## src/rtl/uart_pkg.sv

```systemverilog
// Shared definitions for the memory-mapped UART transmitter:
// register addresses, STATUS bit positions and the serialiser state encoding.
package uart_pkg;

    localparam logic [5:0] ADDR_TXDATA  = 6'd0;
    localparam logic [5:0] ADDR_STATUS  = 6'd1;
    localparam logic [5:0] ADDR_BAUDDIV = 6'd2;

    localparam int unsigned STAT_BUSY    = 0;
    localparam int unsigned STAT_FULL    = 1;
    localparam int unsigned STAT_EMPTY   = 2;
    localparam int unsigned STAT_OVF     = 3;
    localparam int unsigned STAT_CNT_LSB = 4;

    typedef enum logic [1:0] {
        ST_IDLE  = 2'd0,
        ST_START = 2'd1,
        ST_DATA  = 2'd2,
        ST_STOP  = 2'd3
    } tx_state_e;

endpackage

```

## src/rtl/uart_fifo.sv

```systemverilog
// Byte FIFO with first-word-fall-through output; DEPTH must be a power of two.
// The caller guarantees no pop when empty and no push when full unless also popping.
module uart_fifo #(
    parameter int unsigned DEPTH = 4
) (
    input  logic                     clk_i,
    input  logic                     rst_ni,
    input  logic                     push,
    input  logic                     pop,
    input  logic [7:0]               din,
    output logic [7:0]               dout,
    output logic                     full,
    output logic                     empty,
    output logic [$clog2(DEPTH):0]   count
);
    localparam int unsigned AW = $clog2(DEPTH);
    localparam int unsigned CW = AW + 1;

    logic [7:0]    mem [DEPTH];
    logic [AW-1:0] wptr;
    logic [AW-1:0] rptr;

    always_ff @(posedge clk_i or negedge rst_ni) begin
        if (!rst_ni) begin
            wptr  <= '0;
            rptr  <= '0;
            count <= '0;
        end else begin
            if (push) wptr <= wptr + AW'(1);
            if (pop)  rptr <= rptr + AW'(1);
            case ({push, pop})
                2'b10:   count <= count + CW'(1);
                2'b01:   count <= count - CW'(1);
                default: ;
            endcase
        end
    end

    always_ff @(posedge clk_i) begin
        if (push) mem[wptr] <= din;
    end

    assign dout  = mem[rptr];
    assign full  = (count == CW'(DEPTH));
    assign empty = (count == '0);

endmodule

```

## src/rtl/uart_tx_mmio.sv

```systemverilog
// Memory-mapped 8N1 UART transmitter on the core's data-memory bus:
// bus decode, TX FIFO, serialiser FSM and shifter.
module uart_tx_mmio #(
    parameter int unsigned BAUD_DIV   = 434,
    parameter int unsigned FIFO_DEPTH = 4
) (
    input  logic        clk_i,
    input  logic        rst_ni,
    input  logic [5:0]  addr_i,
    input  logic [31:0] dato_i,
    input  logic        memwrite_i,
    input  logic        memread_i,
    output logic [31:0] dato_o,
    output logic        tx_o,
    output logic        busy_o
);
    import uart_pkg::*;

    localparam int unsigned CW = $clog2(FIFO_DEPTH) + 1;

    tx_state_e     state_q, state_d;
    logic [15:0]   div_r, bdiv_r, baud_cnt;
    logic [2:0]    bit_cnt;
    logic [7:0]    shift_r;
    logic          overflow;
    logic          fifo_push, fifo_pop, fifo_full, fifo_empty;
    logic [7:0]    fifo_dout;
    logic [CW-1:0] fifo_count;
    logic          bit_end;
    logic          wr_txdata, wr_status, wr_baud;
    logic [31:0]   status_w;
    logic          unused_dato;

    assign wr_txdata   = memwrite_i && (addr_i == ADDR_TXDATA);
    assign wr_status   = memwrite_i && (addr_i == ADDR_STATUS);
    assign wr_baud     = memwrite_i && (addr_i == ADDR_BAUDDIV);
    assign unused_dato = ^dato_i[31:16];

    // A full FIFO still accepts a byte on the edge where the serialiser pops.
    assign fifo_push = wr_txdata && (!fifo_full || fifo_pop);

    uart_fifo #(.DEPTH(FIFO_DEPTH)) u_fifo (
        .clk_i  (clk_i),
        .rst_ni (rst_ni),
        .push   (fifo_push),
        .pop    (fifo_pop),
        .din    (dato_i[7:0]),
        .dout   (fifo_dout),
        .full   (fifo_full),
        .empty  (fifo_empty),
        .count  (fifo_count)
    );

    always_ff @(posedge clk_i or negedge rst_ni) begin
        if (!rst_ni) begin
            div_r    <= 16'(BAUD_DIV);
            overflow <= 1'b0;
        end else begin
            if (wr_baud) div_r <= (dato_i[15:0] == '0) ? 16'd1 : dato_i[15:0];
            if (wr_txdata && !fifo_push)         overflow <= 1'b1;
            else if (wr_status && dato_i[STAT_OVF]) overflow <= 1'b0;
        end
    end

    assign bit_end = (baud_cnt == bdiv_r - 16'd1);

    always_ff @(posedge clk_i or negedge rst_ni) begin
        if (!rst_ni) state_q <= ST_IDLE;
        else         state_q <= state_d;
    end

    always_comb begin
        state_d  = state_q;
        fifo_pop = 1'b0;
        case (state_q)
            ST_IDLE: begin
                if (!fifo_empty) begin
                    fifo_pop = 1'b1;
                    state_d  = ST_START;
                end
            end
            ST_START: if (bit_end) state_d = ST_DATA;
            ST_DATA:  if (bit_end && bit_cnt == 3'd7) state_d = ST_STOP;
            ST_STOP: begin
                if (bit_end) begin
                    if (!fifo_empty) begin
                        fifo_pop = 1'b1;
                        state_d  = ST_START;
                    end else begin
                        state_d = ST_IDLE;
                    end
                end
            end
            default: state_d = ST_IDLE;
        endcase
    end

    always_ff @(posedge clk_i or negedge rst_ni) begin
        if (!rst_ni) begin
            shift_r  <= '0;
            bdiv_r   <= 16'd1;
            baud_cnt <= '0;
            bit_cnt  <= '0;
        end else if (fifo_pop) begin
            shift_r  <= fifo_dout;
            bdiv_r   <= div_r;
            baud_cnt <= '0;
            bit_cnt  <= '0;
        end else if (state_q != ST_IDLE) begin
            if (bit_end) begin
                baud_cnt <= '0;
                if (state_q == ST_DATA) begin
                    shift_r <= {1'b0, shift_r[7:1]};
                    bit_cnt <= bit_cnt + 3'd1;
                end
            end else begin
                baud_cnt <= baud_cnt + 16'd1;
            end
        end
    end

    always_comb begin
        case (state_q)
            ST_START: tx_o = 1'b0;
            ST_DATA:  tx_o = shift_r[0];
            default:  tx_o = 1'b1;
        endcase
        busy_o = (state_q != ST_IDLE) || !fifo_empty;
    end

    always_comb begin
        status_w                        = '0;
        status_w[STAT_BUSY]             = busy_o;
        status_w[STAT_FULL]             = fifo_full;
        status_w[STAT_EMPTY]            = fifo_empty;
        status_w[STAT_OVF]              = overflow;
        status_w[STAT_CNT_LSB +: 4]     = 4'(fifo_count);
    end

    always_comb begin
        dato_o = '0;
        if (memread_i) begin
            case (addr_i)
                ADDR_STATUS:  dato_o = status_w;
                ADDR_BAUDDIV: dato_o = {16'h0000, div_r};
                default:      dato_o = '0;
            endcase
        end
    end

endmodule
```

## config.mk

```make
export PLATFORM = sky130hd
export DESIGN_NAME = uart_tx_mmio
export DESIGN_NICKNAME = d
export VERILOG_FILES = /design/src/rtl/uart_pkg.sv /design/src/rtl/uart_fifo.sv /design/src/rtl/uart_tx_mmio.sv
export SDC_FILE = /design/constraint.sdc
export NUM_CORES = 1
export LEC_CHECK = 0
export CAP_MARGIN = 5
export CORE_AREA = 3 3 128 130
export CTS_CLUSTER_DIAMETER = 150
export DETAILED_ROUTE_END_ITERATION = 8
export DIE_AREA = 0 0 131 133
export GPL_ROUTABILITY_DRIVEN = 1
export GPL_TIMING_DRIVEN = 1
export REMOVE_ABC_BUFFERS = 1
export SLEW_MARGIN = 20
export SYNTH_ARGS = -nofsm -noshare
export SYNTH_HDL_FRONTEND = slang
export SYNTH_SLANG_ARGS = --single-unit
```

## constraint.sdc

```tcl
create_clock -name clk_i -period 5.95 [get_ports clk_i]
set_input_delay 1.19 -clock clk_i [delete_from_list [all_inputs] [get_ports clk_i]]
set_output_delay 1.19 -clock clk_i [all_outputs]
set_load 0.005 [all_outputs]
```

Yosys cells after proc, flatten, opt, wreduce, memory -nomap -nowiden:

Memories as Yosys holds them, arrays and structs flattened.
Index checks and enable logic that the tools add are counted.

* register bits after elaboration: 69
* memory bits (writable): 32
* input bits: 42
* output and inout port bits: 34
* word-level logic and storage cells: 85
* memories kept: 1

* $add $sub $neg: 7
* equality and inequality tests: 14
* multiplexer cells: 29
* reductions and logical operators: 24

Memories
* u_fifo.mem: depth 4, width 8, rd ports 1, clocked after Yosys merged registers in 0, write ports 1, line uart_fifo.sv:19 `logic [7:0] mem [DEPTH];`

Operators with widths (number)
* two-way mux 16 bit: 5
* two-way mux 8 bit: 4
* one-hot mux 16 bit (2 select lines): 1
* adder 16 x 1 -> 16 bit (second input constant): 1
* equality test 16 bit: 1
* zero test 16 bit: 1
* subtractor 16 x 1 -> 16 bit (second input constant): 1
* two-way mux 3 bit: 4
* nonzero test 2 bit: 6
* two-way mux 2 bit: 4
* inequality test 2 bit (second input constant): 4
* one-hot mux 2 bit (4 select lines): 1
* logical AND 1 bit: 7
* two-way mux 1 bit: 7
* adder 3 x 1 -> 3 bit (second input constant): 2
* equality test 2 bit (second input constant): 3
* equality test 3 bit (second input constant): 2
* equality test 6 x 1 -> 1 bit (second input constant): 1
* equality test 6 x 2 -> 1 bit (second input constant): 1
* zero test 6 bit: 1
* one-hot mux 3 bit (2 select lines): 1
* adder 2 x 1 -> 2 bit (second input constant): 2
* equality test 2 x 1 -> 1 bit (second input constant): 2
* one-hot mux 1 bit (2 select lines): 2
* other kinds (7): 10

Logic depth before layout (Yosys ltp):

Gate-level depths: netlist (run 1).

* depth in word-level cells: 9
* depth in mapped cells: 18
* depth with buffers taken out: 16

Modules after synthesis:

From an unflattened synthesis (run 1), not the netlist that was laid out.

* cell total of the unflattened synthesis: 465
* area total of the unflattened synthesis: 5352.6 µm²

Modules (own cells, without submodules)
* uart_tx_mmio: instances 1, cells an instance 387, area each 3799.9 µm², sequential area each 1559.0 µm²
* uart_fifo: instances 1, cells an instance 78, area each 1552.7 µm², sequential area each 1136.1 µm²

Least setup slack after synthesis (run 1):

Ideal clock, no wire load.

* path kind: reg2reg
* start: register bdiv_r[1]
* end: register u_fifo.count[2]
* library setup time: 79 ps
* arrival: 3917 ps
* slack: 1954 ps
* cell stages (with the launch flop): 18
* buffers on the path: 3
* period minus slack after synthesis: 3996 ps
* cell sequence: dfrtp_1 > inv_1 > ha_1 > or4b_1 > buf_2 > o31ai_1 > o211ai_1 > or4_4 > nor4_4 > a31o_1 > buf_6 > buf_2 > ha_1 > inv_1 > fa_1 > xor2_1 > nor2_1 > xor2_1

* cells in the longest elaborated chain, start to end: 8

RTL lines
* from (decl): line uart_tx_mmio.sv:22 `logic [15:0] div_r, bdiv_r, baud_cnt;`
* from (signal assigned): line uart_tx_mmio.sv:106 `bdiv_r <= div_r;`
* subtractor 16 x 1 -> 16 bit (*): line uart_tx_mmio.sv:65 `assign bit_end = (baud_cnt == bdiv_r - 16'd1);`
* equality test 16 bit (*): line uart_tx_mmio.sv:65
* two-way mux 1 bit (*): line uart_tx_mmio.sv:85 `if (bit_end) begin`
* one-hot mux 1 bit (2 select lines) (*): line uart_tx_mmio.sv:75 `case (state_q)`
* logical OR 1 bit: line uart_tx_mmio.sv:40 `assign fifo_push = wr_txdata && (!fifo_full || fifo_pop);`
* logical AND 1 bit: line uart_tx_mmio.sv:40
* equality test 2 x 1 -> 1 bit / equality test 2 bit (equally long branches): line uart_fifo.sv:31 `case ({push, pop})`
* one-hot mux 3 bit (2 select lines) / nonzero test 2 bit (equally long branches)
* to (signal assigned): line uart_fifo.sv:32 `2'b10: count <= count + CW'(1);`
* to (signal assigned): line uart_fifo.sv:33 `2'b01: count <= count - CW'(1);`
* to (decl): line uart_fifo.sv:14 `output logic [$clog2(DEPTH):0] count`

Mark *: on every way between the ends. The rest lies on a longest branch, timed or not.
A chain may end at the register's enable or synchronous reset.

Worst setup path after layout (run 1):

* start: input port addr_i[3]
* end: output port dato_o[2]

* cells in the longest elaborated chain, start to end: 3

RTL lines
* from (decl): line uart_tx_mmio.sv:9 `input logic [5:0] addr_i,`
* equality test 6 x 2 -> 1 bit / equality test 6 x 1 -> 1 bit (equally long branches): line uart_tx_mmio.sv:143 `case (addr_i)`
* one-hot mux 16 bit (2 select lines) (*): line uart_tx_mmio.sv:143
* two-way mux 16 bit (*): line uart_tx_mmio.sv:142 `if (memread_i) begin`
* to (decl): line uart_tx_mmio.sv:13 `output logic [31:0] dato_o,`

Marks and branches as above.

==> impl_results.md, run 1 <==
* Status: finished clean
* I/O Buffers at 43
* Kind of critical path: primary input to output pin
* Starting Density at between 30% and 40%
* First-pass GRT wire length at 18,800 um
* Routed vias/inst at 4.95
* Crit-path most repeated cell: clkdlybuf4s50_1
* Hold Vio Cnt, Final at 0
* Cells after synthesis at around 460
* RSZ-0062 raised after global routing: no
* CP arrival at roughly 3.5 ns
* Fill cells at 1,455
* Row cnt at 45
* Async set or reset register ratio after synthesis at 68.3%
* Clock Skew at about 0.014 ns
* R2r setup slk at 1.43 ns
* Maximum root-to-sink buffer count at 2
* Static Leak at about 2.6 nW
* Vias in the first global route at 3,637
* Seq pwr share at roughly two fifths
* R2R depth at 14
* Clock slew seen by the registers of the worst setup and hold paths at roughly 0.08 ns
* CP max stage delay at approximately 0.5 ns
* Relative slew margins at between 30% and 40%
* Clock share of power at about a quarter
* Critical path's slowest cell: and3_1
* Post-DRT Antenna Nets at 0
* Switching power at about 0.89 mW
* Pwr dens at between 300 and 400 mW/mm^2
* Hold_buf cts at 0
* Clock Tree Root: clkbuf_16
* Ant diodes at 0
* Reg-to-reg endpoint: u_fifo.count[1]
* Number of enable flip-flop cells after synthesis at 32
* Total Nets Final at ~550
* Post-Syn Area at 0.00532 sq mm
* Net Sw Frac at a little over a third
* Largest net degree at the start of global routing at 70
* Wire length per cell at around 15 um
* Syn Area/Cell at between 10 and 15 sq um
* Total GRT Usage at a little over an eighth
* CORE AREA at between 0.015 and 0.02 sq mm
* CTS tree: yes
* CP cell instances: clkdlybuf4s50_1, nor4_1, nor2b_1, and3_1, a22o_1, clkdlybuf4s50_1
* Slew @ Worst Pin at ~0.97 ns
* Min Clock Period, post-route at ~4.6 ns
* Max-cap violations at 0
* Worst Path Max Fanout at 16
* Combinational group share of total power at approximately 35%
* First-pass iteration count of the detailed router at 4
* DIE AREA at approximately 0.017 sq mm
* Yosys cell types at 64
* Area Overhead vs Synth at 15.9%
* Dpl cells at 695
* Die X-Extent at about 130 um
* Worst Setup Slack, final at roughly 1.3 ns
* Grt total ovfl at 0
* Setup crit end: dato_o[2]
* Max Clock Freq at about 220 MHz
* Maximum VDD drop at ~0.19 mV
* R2r startpoint: bdiv_r[1]
* Setup TNS at 0 ns
* Yosys reg bits at about 100
* CTS sink cnt at a little over 100
* Antenna violations before repair at 0
* Routability cong. at 0.816
* Post-Place Cell Area at ~0.006 sq mm
* Die Ht at 133 um
* CP startpoint kind: primary input
* Top FF cell, synth: dfrtp_1
* HP Class: register to register
* Num CTS Buffers at 9
* Iter 0 DRT Violations at roughly 160
* Warnings from Yosys at 0
* WP data required at roughly 4.8 ns
* Cts repair resizes at 0
* Worst-Skew Late Latency at about 0.35 ns
* Crit path launch: addr_i[3]
* Hold depth at 2
* Share of layout cells above drive strength 1 at between 10 and 15%
* DR DRC count at 0
* Hold wc startpoint: div_r[13]
* WP depth at 6
* CP Capture Type: output pin
* Max-slew violation count at 0
* Worst slack, placed at approximately 1.3 ns
* H-tree levels at 3
* Post-CTS Setup Bufs at 0
* Dpl hpwl at ~8000 um
* Final instance count without filler cells at 711
* Post-route cell area at 0.00616 sq mm
* Final setup viols at 0
* Final WL at roughly 11,000 um
* I/O pins at 76
* Final period utilization at 78.1%
* Pint at approximately 1.5 mW
* Worst Path Buf+Inv at 2
* Routed vias at between 3k and 4k
* Top Family by Delay on Critical Path: simple AND/OR/NAND/NOR gates
* Sequential area share after synthesis at between 50% and 60%
how the worst min path moves through the flow:
stage	to	slack, ns
finish	bdiv_r[13]	0.50
global route	overflow	0.53
CTS	bdiv_r[13]	0.50
detailed placement	bdiv_r[13]	0.48
global placement	bdiv_r[14]	0.49
floorplan	bdiv_r[13]	0.46
cell type report:
class	instances	area, sq um	share of cell area, %
clock buffers	9	225	3.65
clock inverters	7	81.3	1.32
inverters	15	56.3	0.913
multi-input cells	321	2390	38.7
flip-flops and latches	101	2700	43.7
well taps	211	264	4.28
repair buffers	47	455	7.39
cell usage after synthesis, drive strengths merged, types with 2 or more instances:
library cell | count | area share, %
a21oi | 10 | 0.94
nand2 | 33 | 2.3
a22o | 7 | 1.2
ha | 14 | 3.3
and2 | 15 | 1.8
nor2b | 5 | 0.59
nand3 | 11 | 1.0
xor2 | 17 | 2.8
or3 | 5 | 0.59
buf | 26 | 3.8
nor3 | 11 | 1.1
nand3b | 4 | 0.56
edfxtp | 32 | 18
o21ba | 2 | 0.49
nand4 | 4 | 0.47
and3 | 7 | 0.82
o31ai | 5 | 0.71
dfstp | 6 | 3.0
o21ai | 21 | 2.0
mux2i | 10 | 1.9
clkbuf | 10 | 0.71
inv | 15 | 1.1
nor2 | 24 | 1.7
a41oi | 2 | 0.33
xnor2 | 15 | 2.5
nor4 | 7 | 1.2
dfrtp | 63 | 30
or2 | 2 | 0.24
a31oi | 11 | 1.3
mux2 | 30 | 6.3
mux4 | 8 | 3.4
or4 | 4 | 0.71
nand2b | 2 | 0.24
layout by cell type (no fill, tap or decap), types with 5 or more instances in the layout:
master,netlist,final
dfrtp_1,63,63
a31oi_1,11,11
mux2_1,12,12
o31ai_1,5,5
edfxtp_1,32,32
xnor2_1,15,15
nor3_1,10,10
nor2b_1,5,5
inv_1,15,15
mux2_2,18,18
nor4_1,5,5
clkdlybuf4s50_1,0,42
and3_1,7,7
and2_1,15,15
mux2i_1,10,10
conb_1,1,16
o21ai_0,20,20
nor2_1,24,24
clkbuf_16,0,9
mux4_2,8,8
ha_1,14,14
nand3_1,11,11
xor2_1,17,17
dfstp_2,6,6
nand2_1,33,33
a22o_1,7,7
or3_1,5,5
a21oi_1,10,10
worst register-to-register path: cells and delay by family, from the launching register on:
kind | cells | cell delay (ns)
flip-flops | 1 | 0.41
AO/OA/AOI/OAI | 5 | 1.32
adder cells (fa/ha/maj) | 3 | 0.89
buffers and inverters | 3 | 0.21
AND/OR/NAND/NOR | 3 | 1.61
through the flow:
step                total power, mW  util (%)  hold slack [ns]
floorplan                      1.59         -            0.458
global placement               1.81      38.4            0.488
detailed placement             1.85      38.4            0.483
CTS                            2.45      40.4            0.502
global route                   2.61      40.4            0.533
finish                         2.42      40.4            0.499
power groups by stage:
| stage | sequential, mW | clock (mW) | combinational [mW] |
|---|---|---|---|
| floorplan | 0.962 | 0 | 0.628 |
| global placement | 1.00 | 0 | 0.805 |
| detailed placement | 1.01 | 0 | 0.834 |
| CTS | 0.996 | 0.605 | 0.844 |
| global route | 1.02 | 0.636 | 0.953 |
| finish | 0.994 | 0.590 | 0.834 |
logic make-up after synthesis:
group | Yosys count | share of synthesized area [%]
other | 1 | 0.0705
xor gates and xnor gates | 32 | 5.27
AOI/OAI and AO/OA | 71 | 9.01
muxes | 48 | 11.6
DFF | 101 | 50.7
buffers and inverters | 51 | 5.53
and+or+nand+nor | 139 | 14.2
adders and majority gates | 15 | 3.67
registers in the layout (all words and copies together), names as in the netlist, 2 cells and up:
name	count
u_fifo.count	3
bdiv_r	16
div_r	16
state_q	2
u_fifo.rptr	2
u_fifo.mem	32
shift_r	8
baud_cnt	16
u_fifo.wptr	2
bit_cnt	3
metal layers:
metal / wire length [um] / GRT usage, % / vias up
met3: 435 / 2.79 / 18
met2: 5100 / 20.5 / 81
met1: 5220 / 18.9 / 1718
met4: 218 / 6.00 / 0
met5: 0 / 0 / -
li1: - / - / 1700
(Power assumes the default switching activity.)
==> run 2, diff against run 1 <==
==> constraint.sdc (replaced) <==
create_clock -name clk_i -period 4.36 [get_ports clk_i]
set_input_delay 0.872 -clock clk_i [delete_from_list [all_inputs] [get_ports clk_i]]
set_output_delay 0.872 -clock clk_i [all_outputs]
set_load 0.005 [all_outputs]
==> run 2 against run 1 <==
Sequential power rose by 37%. Via count up 0.82%. Sequential cell count is the same. First-iteration DRC count shrank 10%. Non-clock buffer count grew 2. Combinational power grew 38%. Worst setup slack got worse by 0.96 ns. Critical endpoint is now dato_o[0]. Wire length is 0.23% higher. Critical path depth is the same.
==> impl_results.md, run 2 (synthesis gave the netlist of run 1 again) <==
* Relative slew margins at 41.0% (+5.8 points)
* Area Overhead vs Synth at 15.9% (about the same)
* Pwr dens at 533 mW/mm^2 (+36%)
* Worst-Skew Late Latency at 0.34 ns (about the same)
* Die Ht at 133 um (unchanged)
* Crit path launch: addr_i[3]
* CTS sink cnt at 101 (unchanged)
* DIE AREA at 0.0174 sq mm (unchanged)
* Area of the multi-input gates at 0.00239 sq mm (+0.16%)
* Max-slew violation count at 0 (unchanged)
* Hold Vio Cnt, Final at 0 (unchanged)
* Static Leak at 2.61 nW (about the same)
* Hold wc startpoint: overflow
* Clock share of power at 23.9% (-0.5 points)
* Critical path's slowest cell: and3_1
* Die X-Extent at 131 um (unchanged)
* Clock slew seen by the registers of the worst setup and hold paths at 0.07 ns (about the same)
* Starting Density at 34.9% (unchanged)
* Most common cell after layout, fill and taps aside: dfrtp_1
* Total Nets Final at 554 (+0.36%)
* I/O Buffers at 43 (unchanged)
* Net Sw Frac at 35.1% (-1.6 points)
* Max reg flops at 32 (unchanged)
* Cts repair resizes at 0 (unchanged)
* Grt total ovfl at 0 (unchanged)
* Crit-path most repeated cell: clkdlybuf4s50_1
* Sequential cell area at 0.00270 sq mm (unchanged)
* Num CTS Buffers at 9 (unchanged)
* Routed vias/inst at 4.97 (+0.54%)
* Antenna violations before repair at 0 (unchanged)
* CORE AREA at 0.0153 sq mm (unchanged)
* Clock Tree Root: clkbuf_16
* CP startpoint kind: primary input
* Worst Path Max Fanout at 16 (unchanged)
* Routability cong. at 0.853 (+4.6%)
* Switching power at 1.15 mW (+30%)
* Largest net degree at the start of global routing at 43 (-39%)
* Worst Setup Slack, final at 0.344 ns (-0.961 ns)
* Final WL at 11,000 um (+0.23%)
* Share of layout cells above drive strength 1 at 12.2% (-0.049 points)
* Final setup viols at 0 (unchanged)
* Maximum VDD drop at 0.244 mV (+27%)
* Fill cells at 1,407 (-3.3%)
* Slew @ Worst Pin at 0.884 ns (-0.0838 ns)
* Total GRT Usage at 13.2% (-0.44 points)
* Top reg by flops: u_fifo.mem
* Min Clock Period, post-route at 4.02 ns
* Kind of critical path: primary input to output pin
* HP Class: register to register
* Hold slack at 0.514 ns (+0.0150 ns)
* CP max stage delay at 0.53 ns (+0.02 ns)
* H-tree levels at 3 (unchanged)
* Dpl hpwl at 8010 um (-0.49%)
* Worst slack, placed at 0.305 ns (-0.977 ns)
* Max Clock Freq at 249 MHz
* R2r startpoint: bdiv_r[1]
* Vias in the first global route at 3,492 (-4.0%)
* Post-DRT Antenna Nets at 0 (unchanged)
* Ant diodes at 0 (unchanged)
* DR DRC count at 0 (unchanged)
* Routed vias at 3,546 (+0.82%)
* I/O pins at 76 (unchanged)
* Post-CTS Setup Bufs at 0 (unchanged)
* Clock Skew at 0.00647 ns (-0.00741 ns)
* Row cnt at 45 (unchanged)
* CP cell instances: clkdlybuf4s50_1, nor4_1, nor2b_1, and3_1, a22o_1, clkdlybuf4s50_1
* Combinational group share of total power at 34.8% (+0.3 points)
* First-pass iteration count of the detailed router at 4 (unchanged)
* WP data required at 3.49 ns (-1.27 ns)
* CP arrival at 3.14 ns (-0.31 ns)
* Maximum root-to-sink buffer count at 2 (unchanged)
* First-pass GRT wire length at 18,200 um (-3.2%)
* Iter 0 DRT Violations at 147 (-10%)
* Status: finished clean
* Seq pwr share at 41.2% (about the same)
* Hold_buf cts at 0 (unchanged)
* CP Capture Type: output pin
* Most frequent cells in the layout: 63 x dfrtp_1, 42 x clkdlybuf4s50_1, 33 x nand2_1
* Wire length per cell at 15.4 um (about the same)
* Max-cap violations at 0 (unchanged)
* Pint at 2.13 mW (+39%)
* Final period utilization at between 90% and 100%
* CTS tree: yes
* RSZ-0062 raised after global routing: no
-- run 2: cell types whose count changed in the layout (fill, tap and decap cells not counted), sizes merged --
cell	previous run	this run
buf	5	7
bufinv	0	1
clkbuf	9	10
inv	20	16
clkinvlp	0	1
clkinv	2	3
-- run 2: path summary, 6_finish.rpt --
| check | end | slack, ns | cells after the start |
|---|---|---|---|
| min in group asynchronous | bdiv_r[11] | 0.65 | 1 |
| hold reg to reg | overflow | 0.51 | 2 |
| setup / recovery | dato_o[0] | 0.34 | 6 |
| max in group asynchronous | div_r[4] | 2.75 | 2 |
| setup reg to reg | u_fifo.count[1] | 0.36 | 14 |
| hold / removal | overflow | 0.51 | 2 |
-- run 2: power groups by stage --
stage          clock [mW]  combinational (mW)  sequential, mW
3_5_place_dp            0                1.14            1.38
3_3_place_gp            0                1.10            1.37
4_1_cts             0.805                1.15            1.36
6_report            0.787                1.15            1.36
2_1_floorplan           0               0.858            1.31
5_1_grt             0.849                1.29            1.39
-- run 2: layout make-up --
cell class                      instances  area share (%)
Sequential cell                       101            43.7
Multi-Input combinational cell        321            38.8
Timing Repair Buffer                   49            7.63
Tap cell                              211            4.28
Clock buffer                           10            3.71
Clock inverter                          6            1.01
Inverter                               15           0.913
-- run 2: per-stage QoR --
step / TNS [ns] / cell area, sq um / total power, mW / util, % / instances
floorplan: -0.411 / 5140 / 2.17 / - / 437
global placement: 0 / 5870 / 2.47 / 38.5 / 697
detailed placement: 0 / 5870 / 2.52 / 38.5 / 697
CTS: 0 / 6160 / 3.31 / 40.4 / 713
global route: 0 / 6170 / 3.53 / 40.4 / 713
finish: 0 / 6170 / 3.29 / 40.4 / 713
-- run 2: critical path: cells and delay by family --
family | cells | cell delay [ns]
AND/OR/NAND/NOR | 3 | 1.09
buffers and inverters | 2 | 0.92
AO/OA/AOI/OAI | 1 | 0.26
-- run 2: per-layer routing --
metal / track usage (%) / up-vias / wire, um
li1: - / 1696 / -
met3: 2.14 / 8 / 305
met1: 18.9 / 1784 / 5320
met5: 0 / - / 0
met4: 4.69 / 0 / 156
met2: 20.0 / 58 / 5220
